## config.mk

```make
export PLATFORM = sky130hd
export DESIGN_NAME = counter_display_top
export DESIGN_NICKNAME = d
export VERILOG_FILES = /design/src/rtl/counter_display_top.sv
export SDC_FILE = /design/constraint.sdc
export NUM_CORES = 1
export LEC_CHECK = 0
export ABC_CLOCK_PERIOD_IN_PS = 1850
export BUFFER_PORTS_ARGS = -buffer_cell sky130_fd_sc_hd__buf_2
export CORE_MARGIN = 2
export CORE_UTILIZATION = 45
export DETAILED_ROUTE_END_ITERATION = 8
export GPL_TIMING_DRIVEN = 1
export MAX_ROUTING_LAYER = met4
export PLACE_DENSITY = 0.68
export SLEW_MARGIN = 20
export SYNTH_ARGS = -nofsm -noshare
export SYNTH_HDL_FRONTEND = slang
export SYNTH_SLANG_ARGS = --single-unit
```

## constraint.sdc

```tcl
create_clock -name top_port_clk -period 1.85 [get_ports top_port_clk]
set_input_delay 0.0925 -clock top_port_clk [delete_from_list [all_inputs] [get_ports top_port_clk]]
set_output_delay 0.0925 -clock top_port_clk [all_outputs]
set_load 0.05 [all_outputs]
```

## src/rtl/counter_display_top.sv

```systemverilog
// rtl/counter_display_top.sv - prescaled up counter with 8-digit multiplexed seven-segment driver (option macro: DECIMAL_DISPLAY_EN)

module counter_display_top #(
    parameter int SIZE         = 4,
    parameter int REFRESH_BITS = 2
) (
    input  logic       top_port_clk,
    input  logic       top_port_rst,
    input  logic       top_port_en,
    input  logic       top_port_sel,
    input  logic       top_port_idp,
    input  logic [4:0] top_port_clk_factor,
    output logic [6:0] top_port_ssd,
    output logic       top_port_odp,
    output logic [7:0] top_port_an
);

    logic [4:0]              p;
    logic [SIZE-1:0]         c;
    logic [REFRESH_BITS-1:0] div;
    logic [2:0]              d;
    logic                    tick;
    logic [31:0]             c_ext;
    logic [31:0]             digits;
    logic [2:0]              msd;
    logic [3:0]              digit_val;
    logic                    blank;

    // >= rather than == so lowering the factor mid-count never strands p above it
    assign tick = top_port_en && (p >= top_port_clk_factor);

    always_ff @(posedge top_port_clk) begin
        if (top_port_rst) begin
            p <= '0;
            c <= '0;
        end else if (top_port_en) begin
            if (tick) begin
                p <= '0;
                c <= c + SIZE'(1);
            end else begin
                p <= p + 5'd1;
            end
        end
    end

    always_ff @(posedge top_port_clk) begin
        if (top_port_rst) begin
            div <= '0;
            d   <= '0;
        end else begin
            div <= div + REFRESH_BITS'(1);
            if (&div) begin
                d <= d + 3'd1;
            end
        end
    end

    assign c_ext = 32'(c);

`ifdef DECIMAL_DISPLAY_EN
    logic [31:0] bcd;

    always_comb begin
        bcd = '0;
        for (int i = SIZE - 1; i >= 0; i--) begin
            for (int j = 0; j < 8; j++) begin
                if (bcd[4*j +: 4] >= 4'd5) begin
                    bcd[4*j +: 4] = bcd[4*j +: 4] + 4'd3;
                end
            end
            bcd = {bcd[30:0], c[i]};
        end
    end

    assign digits = top_port_sel ? bcd : c_ext;
`else
    logic unused_sel;
    assign unused_sel = top_port_sel;
    assign digits     = c_ext;
`endif

    always_comb begin
        msd = '0;
        for (int j = 1; j < 8; j++) begin
            if (digits[4*j +: 4] != 4'd0) begin
                msd = 3'(j);
            end
        end
    end

    assign blank     = (d > msd);
    assign digit_val = digits[{d, 2'b00} +: 4];

    always_comb begin
        case (digit_val)
            4'h0: top_port_ssd = 7'b1000000;
            4'h1: top_port_ssd = 7'b1111001;
            4'h2: top_port_ssd = 7'b0100100;
            4'h3: top_port_ssd = 7'b0110000;
            4'h4: top_port_ssd = 7'b0011001;
            4'h5: top_port_ssd = 7'b0010010;
            4'h6: top_port_ssd = 7'b0000010;
            4'h7: top_port_ssd = 7'b1111000;
            4'h8: top_port_ssd = 7'b0000000;
            4'h9: top_port_ssd = 7'b0010000;
            4'hA: top_port_ssd = 7'b0001000;
            4'hB: top_port_ssd = 7'b0000011;
            4'hC: top_port_ssd = 7'b1000110;
            4'hD: top_port_ssd = 7'b0100001;
            4'hE: top_port_ssd = 7'b0000110;
            default: top_port_ssd = 7'b0001110;
        endcase
    end

    assign top_port_an  = blank ? 8'hFF : ~(8'b1 << d);
    assign top_port_odp = (d == 3'd0) ? ~top_port_idp : 1'b1;

endmodule

```

## Word level (Yosys, flattened, before mapping)

Memories as Yosys holds them, arrays and structs flattened.
Cells that the tools add are included.

| word-level totals | value |
|---|---|
| flip-flop bits (word level) | 14 |
| memory bits (read-only) | 112 |
| bits of input ports | 10 |
| word-level logic and storage cells | 22 |
| memories kept | 1 |

Memories:

| memory | words | bits a word | rd ports | clocked after Yosys merged registers in | write ports | line | text |
|---|---|---|---|---|---|---|---|
| (no name shown) | 16 | 7 | 1 | 0 | 0 | 95 | `case (digit_val)` |

| operators by class | value |
|---|---|
| add/subtract/negate cells | 4 |
| order comparisons | 2 |
| shift operators | 2 |
| multiplexer cells | 3 |
| bitwise operators | 2 |
| reductions and logical operators | 4 |

Operators by type and width:

| kind | number |
|---|---|
| $shiftx A32 B6 Y4 | 1 |
| $mux W8 | 1 |
| $not A8 Y8 | 1 |
| $shl A1 B3 Y8 const A | 1 |
| $add A5 B1 Y5 const B | 1 |
| $ge A5 B5 Y1 | 1 |
| $mux W5 | 1 |
| $add A4 B1 Y4 const B | 1 |
| $reduce_and A2 Y1 | 2 |
| $add A3 B1 Y3 const B | 1 |
| $gt A3 B1 Y1 const B | 1 |
| $logic_not A3 Y1 | 1 |
| $add A2 B1 Y2 const B | 1 |
| $logic_and A1 B1 Y1 | 1 |
| $mux W1 | 1 |
| $not A1 Y1 | 1 |

## Logic depth before layout (Yosys ltp)

Gate-level depths: netlist of run 1.

| depth | value |
|---|---|
| word-level depth | 3 |
| mapped depth | 6 |

## Least setup slack after synthesis of run 1

Ideal clock, no wire load.

| timing | value |
|---|---|
| path kind | register -> output |
| from | register d[0] |
| to | output port top_port_ssd[5] |
| arrival | 2.462 ns |
| required time | 1.757 ns |
| path slack | -0.705 ns |
| stages on the path, launching flop included | 7 |
| buffers on the path | 0 |
| cell sequence | dfxtp_1 -> nor3_4 -> nand2_1 -> inv_1 -> ha_1 -> a21oi_1 -> a211oi_1 |

| between the ends | value |
|---|---|
| word-level cells in the longest chain between the ends | 2 |

Ends and longest elaborated chain:

| item | line | text |
|---|---|---|
| start: declaration | 21 | `logic [2:0] d;` |
| start signal: assignment | 53 | `d <= d + 3'd1;` |
| $shiftx A32 B6 Y4 | 92 | `assign digit_val = digits[{d, 2'b00} +: 4];` |
| $mem_v2 Z16 W7 | -- |  |
| end: declaration | 13 | `output logic [6:0] top_port_ssd,` |

Every way passes these cells.

## Final worst setup path of run 1

| timing | value |
|---|---|
| from | register d[2] |
| to | output port top_port_ssd[6] |

The elaborated chain is that of the path after synthesis.

==> results of run 1 <==
cells in the final DEF, fill, tap and decap left out, types with 3 or more instances in the layout:
| master | instances |
|---|---|
| a211oi_4 | 3 |
| buf_2 | 14 |
| buf_4 | 14 |
| buf_6 | 6 |
| clkbuf_4 | 3 |
| conb_1 | 3 |
| dfxtp_1 | 11 |
| dfxtp_2 | 3 |
| ha_1 | 16 |
| ha_4 | 3 |
| inv_1 | 10 |
| mux2i_1 | 4 |
| nand2_1 | 8 |
| nand2_4 | 3 |
| nand2b_1 | 4 |
| nand3_1 | 3 |
| nand4_1 | 3 |
| nor2_1 | 8 |
| nor2b_1 | 4 |
| nor3_1 | 5 |
| nor3_4 | 3 |
| o21ai_0 | 3 |
| xor2_1 | 4 |
worst max-delay path, stage by stage (launching register included):
cell	delay (ps)
dfxtp_2	340
nor3_4	290
buf_4	220
nand2_4	130
buf_4	200
a211oi_4	220
buf_6	180
cells in the mapped netlist (2+ instances only):
library cell  number  share of area, %
mux2i_1            5               4.2
xnor2_1            2               1.5
xor2_1             4               2.9
a21oi_1            4               1.7
ha_1              20                21
nor3_1             8               3.4
nand2_1           11               3.5
clkbuf_1           2              0.63
buf_4              4               2.5
mux2_2             2               1.9
nand2b_1           4               2.1
a211oi_1           6               3.8
dfxtp_1           14                24
buf_2              2              0.84
o21ai_0            3               1.3
nor2_1             8               2.5
nor2b_1            6               3.2
nand3_1            3               1.3
inv_1             12               3.8
a21o_1             2               1.3
nand4_1            3               1.6
and3_1             2               1.1
timing repair:
item                                    CTS  global route
endpoints found under the setup margin    7            14
setup buffers                             1             0
resized for setup                        24            16
pin swaps                                 5             7
cells by family after synthesis:
kind of cell / count (synthesis) / share of synthesized area, %
xor+xnor: 6 / 4.41
simple gates: 50 / 23.8
compound gates: 21 / 12.1
fa+ha+maj: 20 / 21.0
mux: 8 / 7.04
buf+inv: 20 / 7.77
other cells: 1 / 0.315
flops: 14 / 23.5
metal layers:
layer  track usage [%]  vias to the layer above  part of all wire [%]
met5                 -                        -                     0
met4              6.97                        0                   1.9
met3              4.68                        7                   2.4
met2              33.0                       17                    54
met1              22.1                      529                    42
li1                  -                      537                     -
flip-flops by register name (all words and copies together) (netlist names):
name	flops
p	5
c	4
d	3
div	2
per-stage QoR:
step	area (sq um)	hold slack, ps	power [W]
6_report	1680	161	0.000740
5_1_grt	1680	181	0.000787
4_1_cts	1610	147	0.000739
3_5_place_dp	1470	422	0.000507
3_3_place_gp	1470	407	0.000499
2_1_floorplan	1290	399	0.000464
layout make-up:
cell class / instances / area (sq um) / share of cell area, %
inverter: 12 / 50.0 / 2.99
multi-input combinational: 108 / 1030 / 61.2
tap: 30 / 37.5 / 2.24
sequential: 14 / 284 / 16.9
clock buffer: 4 / 36.3 / 2.16
timing repair buffer: 34 / 243 / 14.5
power breakdown:
group	total [W]	internal (W)	switching (W)	leakage [nW]
logic	0.000192	0.0000709	0.000122	0.604
clock network	0.000224	0.000120	0.000104	0.0210
registers	0.000323	0.000314	0.00000903	0.115
worst max path at each step:
stage / slack (ps) / cells past startpoint / start / end
2_1_floorplan: -120 / 6 / d[2] / top_port_ssd[5]
3_3_place_gp: 90 / 7 / d[2] / top_port_ssd[5]
3_5_place_dp: -3 / 7 / d[2] / top_port_ssd[5]
4_1_cts: -120 / 7 / d[0] / top_port_ssd[1]
5_1_grt: -210 / 7 / d[2] / top_port_ssd[1]
6_report: -110 / 6 / d[2] / top_port_ssd[6]
==> flow_summary.toml, run 1 <==
[finish]
final_cells = 202
drive_gt1_share_pct = 42.4
utilization_pct = 67.1
diodes = 0
fill_cells = 203
nNetsFinal = 203
syn2layout_area_growth_pct = 40.8

[setup_path]
r2r_end = "c[3]"
endpoint_kind = "output pin"
r2r_setup_slack_ps = 200
crit_fanout = 8
arrival_ps = 1870
timing.rr.start = "p[2]"
worstPathRequired_ps = 1760
setup.worst_path.start_class = "flip-flop"
r2r_cells = 5
critPathKind = "flip-flop to output pin"

[cts]
htree_levels = 1
cts_buffer_depth = 2
cts_tree = "yes"
cts_num_sinks = 14
cts_hold_buf = 0
clock_latency_ps = 290
cts_buffers = 3
cts_root_buf = "clkbuf_4"
path_clk_slew_ps = 80

[power_and_ir_drop]
powerDensity_mw_per_mm2 = 441
leakage_nw = 0.741
peakVddDrop_mv = 0.409

[place]
place_ws_ps = -3.33
dpl.hpwl_um = 1980
routabilityCongestion = 0.823
io_buffer_count = 21
place_inst = 197

[die]
die_width_um = 55.5
io_pins = 26
rows = 18
dieArea_sq_mm = 0.00307
die_h_um = 55.5
core_area_sq_mm = 0.00250
start_util_pct = 47.6

[sta]
rsz0062_at_grt = "true"
timing.fmax_mhz = 510
final_max_slew_viol_count = 0
worst_slack_ps = -111
period_needed_ps = 1960
fin_worst_skew_ps = 6.99
fin_tns_setup_ps = -634
hold_viol = 0
final-setup-viol-count = 7
finalCritPeriodShare_pct = 106

[min_path]
hp-start = "top_port_rst"
min_to = "div[0]"
whs_path_depth = 2
hold_path_class = "input port to flip-flop"

[drt]
ant_nets = 0
viasPerCell = 5.40
num_vias = 1090
dr.pass1.iters = 4
wire_per_inst_um = 13.4
drt_iter0_markers = 22
postRouteWirelength_um = 2710
drc = 0

[yosys]
yosysWarnings = 0
synth_flop_cell = "dfxtp_1"
syn_area_per_cell_sq_um = 8.51
synth.distinct_cells = 35
synth-seq-area-share_pct = 23.5
syn_inst = 140
synth_edf_count = 0
ys_ff_latch = 14
async_flop_share_pct = 0
synth.cell_area_sq_mm = 0.00119

[grt]
grt_max_degree = 19
antenna_found_initial = 0
grt_use_total_pct = 19.4
grt_pass1_wl_um = 4730
grt_pass1_vias = 1067
overflow = 0

[run_status]
status = "finished, violations left"
violations = "negative setup slack"

[flow_run]
maxCapViolations = 0
No activity file was read; power rests on OpenSTA's default activity.
==> inputs of run 2 (changes only) <==
- ABC_CLOCK_PERIOD_IN_PS: 1850 -> 2150
- CORE_UTILIZATION: 45 -> 54
- PLACE_DENSITY: 0.68 -> 0.79
- clock period: 1.85 -> 2.15 ns (I/O delays scaled with it)
==> run 2 against run 1 <==
  * Largest power group unchanged
  * Sequential share of layout area increased by 3.4 points
  * The run now ends clean
  * Hold slack gained 25 ps
  * Critical path type unchanged
  * Power down 18%
  * Register-to-register slack gained 180 ps
  * Global-route usage is 0.11 points higher
  * Die area down 16%
  * Final area is 16% lower
  * Clock skew hardly changed
  * Sequential cell count is the same
  * Sequential power down 12%
==> flow_summary.toml, run 2 (synthesis results as in run 1) <==
[run_status]
status = "finished clean"

[cts]
path_clk_slew_ps = 80
cts_buffer_depth = 2
cts_buffers = 3
cts_num_sinks = 14
cts_hold_buf = 0
htree_levels = 1
clock_latency_ps = 280
cts_root_buf = "clkbuf_4"
cts_tree = "yes"

[finish]
final_common_cell = "ha_1"
regMostFlops = "p"
diodes = 0
fill_cells = 181
top_regs = "p x5, c x4, d x3"
largest_reg_flops = 5
syn2layout_area_growth_pct = 17.9
drive_gt1_share_pct = 28.4
nNetsFinal = 193
utilization_pct = 65.3
final_cell_mix = "ha_1, buf_2, inv_1, dfxtp_1, nand2_1"

[grt]
grt_pass1_vias = 942
overflow = 0
grt_pass1_wl_um = 3880
grt_max_degree = 19
grt_use_total_pct = 19.5
antenna_found_initial = 0

[sta]
finalCritPeriodShare_pct = 94.7
final_max_slew_viol_count = 0
fin_worst_skew_ps = 6.78
final-setup-viol-count = 0
timing.fmax_mhz = 491
worst_slack_ps = 114
rsz0062_at_grt = "true"
period_needed_ps = 2040
hold_viol = 0

[die]
rows = 17
dieArea_sq_mm = 0.00260
start_util_pct = 55.4
io_pins = 26
die_h_um = 51.0
core_area_sq_mm = 0.00215
die_width_um = 51.0

[setup_path]
crit_fanout = 9
arrival_ps = 1930
timing.rr.start = "p[0]"
setup.worst_path.start_class = "flip-flop"
critPathKind = "flip-flop to output pin"
endpoint_kind = "output pin"
worstSetupStartpoint = "d[0]"
worstPathRequired_ps = 2040

[place]
dpl.hpwl_um = 1740
routabilityCongestion = 0.785
place_ws_ps = 187
io_buffer_count = 21

[power_and_ir_drop]
peakVddDrop_mv = 0.378
leakage_nw = 0.672
powerDensity_mw_per_mm2 = 435

[drt]
dr.pass1.iters = 4
drc = 0
num_vias = 1025
wire_per_inst_um = 11.7
postRouteWirelength_um = 2220
viasPerCell = 5.39
ant_nets = 0
drt_iter0_markers = 6

[min_path]
hp-start = "top_port_rst"
hold_path_class = "input port to flip-flop"

[flow_run]
maxCapViolations = 0
==> run 2: cell types whose count changed in the layout (fill, tap and decap cells not counted), sizes merged <==
cell    previous run  this run
buf               34        23
clkbuf             4         5
==> run 2: path summary, 6_finish.rpt <==
path,to,slack [ps],depth (start not counted)
worst min register to register,div[0],430,1
worst max-delay path,top_port_ssd[6],110,7
worst max register to register,c[0],380,6
worst min-delay path,div[0],190,2
==> run 2: layer usage <==
| metal | track usage (%) | vias to the layer above | part of all wire (%) |
|---|---|---|---|
| li1 | - | 520 | - |
| met1 | 23.1 | 488 | 46 |
| met2 | 34.0 | 15 | 50 |
| met3 | 5.26 | 2 | 3.4 |
| met4 | 2.70 | 0 | 0.41 |
| met5 | - | - | 0 |
==> run 2: area by class of cell <==
cell class / instances / area, sq um / area share (%)
Multi-Input combinational cell: 108 / 865 / 61.6
Sequential cell: 14 / 285 / 20.3
Timing Repair Buffer: 24 / 138 / 9.80
Inverter: 12 / 45.0 / 3.21
Clock buffer: 4 / 36.3 / 2.58
Tap cell: 28 / 35.0 / 2.50
==> run 2: through the flow <==
step	instances	total power (W)	hold WS [ps]	area (sq um)	TNS, ps
after CTS	189	0.000609	186	1380	0
after global routing	190	0.000644	183	1400	-14.7
final	190	0.000610	187	1400	0
after detailed placement	185	0.000424	413	1340	0
after floorplan	142	0.000396	399	1230	0
after global placement	185	0.000417	407	1340	0
==> run 2: repair_timing <==
action,in CTS,in global routing
endpoints found under the hold margin,0,0
pin swaps,0,2
gates cloned,0,0
setup buffers,0,1
endpoints found under the setup margin,5,6
gates resized for setup,5,6
==> run 2: critical path, stage by stage, from the launching register on <==
cell,delay (ps)
dfxtp_4,390
nor3_4,220
buf_4,140
buf_4,130
nand2_2,150
a211oi_1,340
a211oi_2,60
clkbuf_4,220
==> run 2: power by group <==
group | total, W | internal [W] | switching (W)
clock | 0.000189 | 0.000103 | 0.0000857
sequential | 0.000284 | 0.000270 | 0.0000137
combinational | 0.000138 | 0.0000485 | 0.0000897
total | 0.000610 | 0.000421 | 0.000189
==> inputs of run 3 (changes only) <==
- CORE_UTILIZATION: 54 -> 30
- PLACE_DENSITY: 0.79 -> unset
==> run 3 against run 2 <==
  * Via count fell by 4.2%
  * Largest cell class unchanged
  * Die area rose by 73%
  * Count of clock-buffer cells in the layout did not move
  * Non-clock buffer count did not move
  * Critical path type unchanged
  * Global-route usage fell by 9.0 points
  * Combinational power barely moved
==> flow_summary.toml, run 3 (synthesis results as in run 1) <==
[die]
dieArea_sq_mm = 0.00449
core_area_sq_mm = 0.00374
die_width_um = 67.0
io_pins = 26
die_h_um = 67.0
rows = 22
start_util_pct = 31.8

[cts]
cts_tree = "yes"
cts_buffers = 3
cts_buffer_depth = 2
path_clk_slew_ps = 50
cts_num_sinks = 14
htree_levels = 1
cts_root_buf = "clkbuf_8"
clock_latency_ps = 240
cts_hold_buf = 0

[grt]
overflow = 0
antenna_found_initial = 0
grt_pass1_vias = 854
grt.busiest_layer = "met2"
grt_use_met3_pct = 2.03
grt_pass1_wl_um = 3620
grt_max_degree = 19
use_met1_pct = 12.8
grt_use_met2_pct = 17.3
grt_use_total_pct = 10.5

[setup_path]
worstPathRequired_ps = 2040
endpoint_kind = "output pin"
r2r_cells = 6
critPathSlowestCell = "dfxtp_2"
crit_fanout = 6
crit_chain = "nor3_4 -> nand2_2 -> ha_1 -> a22o_1 -> a32oi_1 -> nor2b_1 -> buf_4"
critPathKind = "flip-flop to output pin"
slowest_delay_ps = 370
arrival_ps = 1910
worst-path-buf-inv = 1
critical_path.top_delay_family = "simple AND/OR/NAND/NOR gates"
critical_path_cell_count = 7
setup.worst_path.start_class = "flip-flop"

[drt]
drt_iter0_markers = 24
ant_nets = 0
postRouteWirelength_um = 2120
wire_per_inst_um = 10.1
dr.pass1.iters = 5
viasPerCell = 4.68
num_vias = 982
drc = 0

[flow_run]
maxCapViolations = 0

[sta]
hold_viol = 0
rsz0062_at_grt = "false"
final-setup-viol-count = 0
worst_slack_ps = 136
period_needed_ps = 2010
finalCritPeriodShare_pct = 93.7
fin_tns_setup_ps = 0
fin_worst_skew_ps = 8.80
holdWs_ps = 212
timing.fmax_mhz = 497
final_max_slew_viol_count = 0

[place]
routabilityCongestion = 0.717
io_buffer_count = 21
place_ws_ps = 238
dpl.hpwl_um = 1640

[finish]
largest_reg_flops = 5
nNetsFinal = 193
drive_gt1_share_pct = 28.4
utilization_pct = 38.5
final_cell_mix = "ha_1, buf_2, inv_1, dfxtp_1, nand2_1"
top_regs = "p x5, c x4, d x3"
diodes = 0
syn2layout_area_growth_pct = 20.9
regMostFlops = "p"

[min_path]
hold_path_class = "input port to flip-flop"
whs_path_depth = 2

[power_and_ir_drop]
leakage_nw = 0.677
peakVddDrop_mv = 0.215
power_w = 0.000674
powerDensity_mw_per_mm2 = 468

[run_status]
status = "finished clean"
==> run 3: where the power goes <==
part           internal, W  switching (W)
clock network     0.000162      0.0000927
logic            0.0000477      0.0000894
registers         0.000271      0.0000115
==> run 3: final cells by class <==
type	instances	area [sq um]
well taps	48	60.1
multi-input cells	108	865
clock buffers	4	55.1
fillers	397	2300
inverters	12	45.0
repair buffers	24	133
flip-flops and latches	14	283
==> run 3: routing by layer <==
metal	routed length [um]	share of wire [%]
met1	1040	49
met4	10	0.47
met3	77	3.6
met5	0	0
met2	997	47
==> run 3: metrics by stage <==
stage	std cells	instance area [sq um]
5_1_grt	210	1440
3_5_place_dp	205	1360
2_1_floorplan	142	1230
6_report	210	1440
3_3_place_gp	205	1360
4_1_cts	209	1420
==> run 3: timing repair <==
action	CTS	global route
gates cloned	0	0
gates resized for setup	1	7
endpoints found under the setup margin	1	7
buffers inserted	0	1
pin swaps	0	1
==> run 3: worst paths after layout <==
path | slack [ps] | end | startpoint
worst min-delay path | 210 | div[0] | top_port_rst
worst min register to register | 430 | div[0] | div[0]
worst max-delay path | 140 | top_port_ssd[1] | d[2]
worst max register to register | 330 | c[0] | p[0]
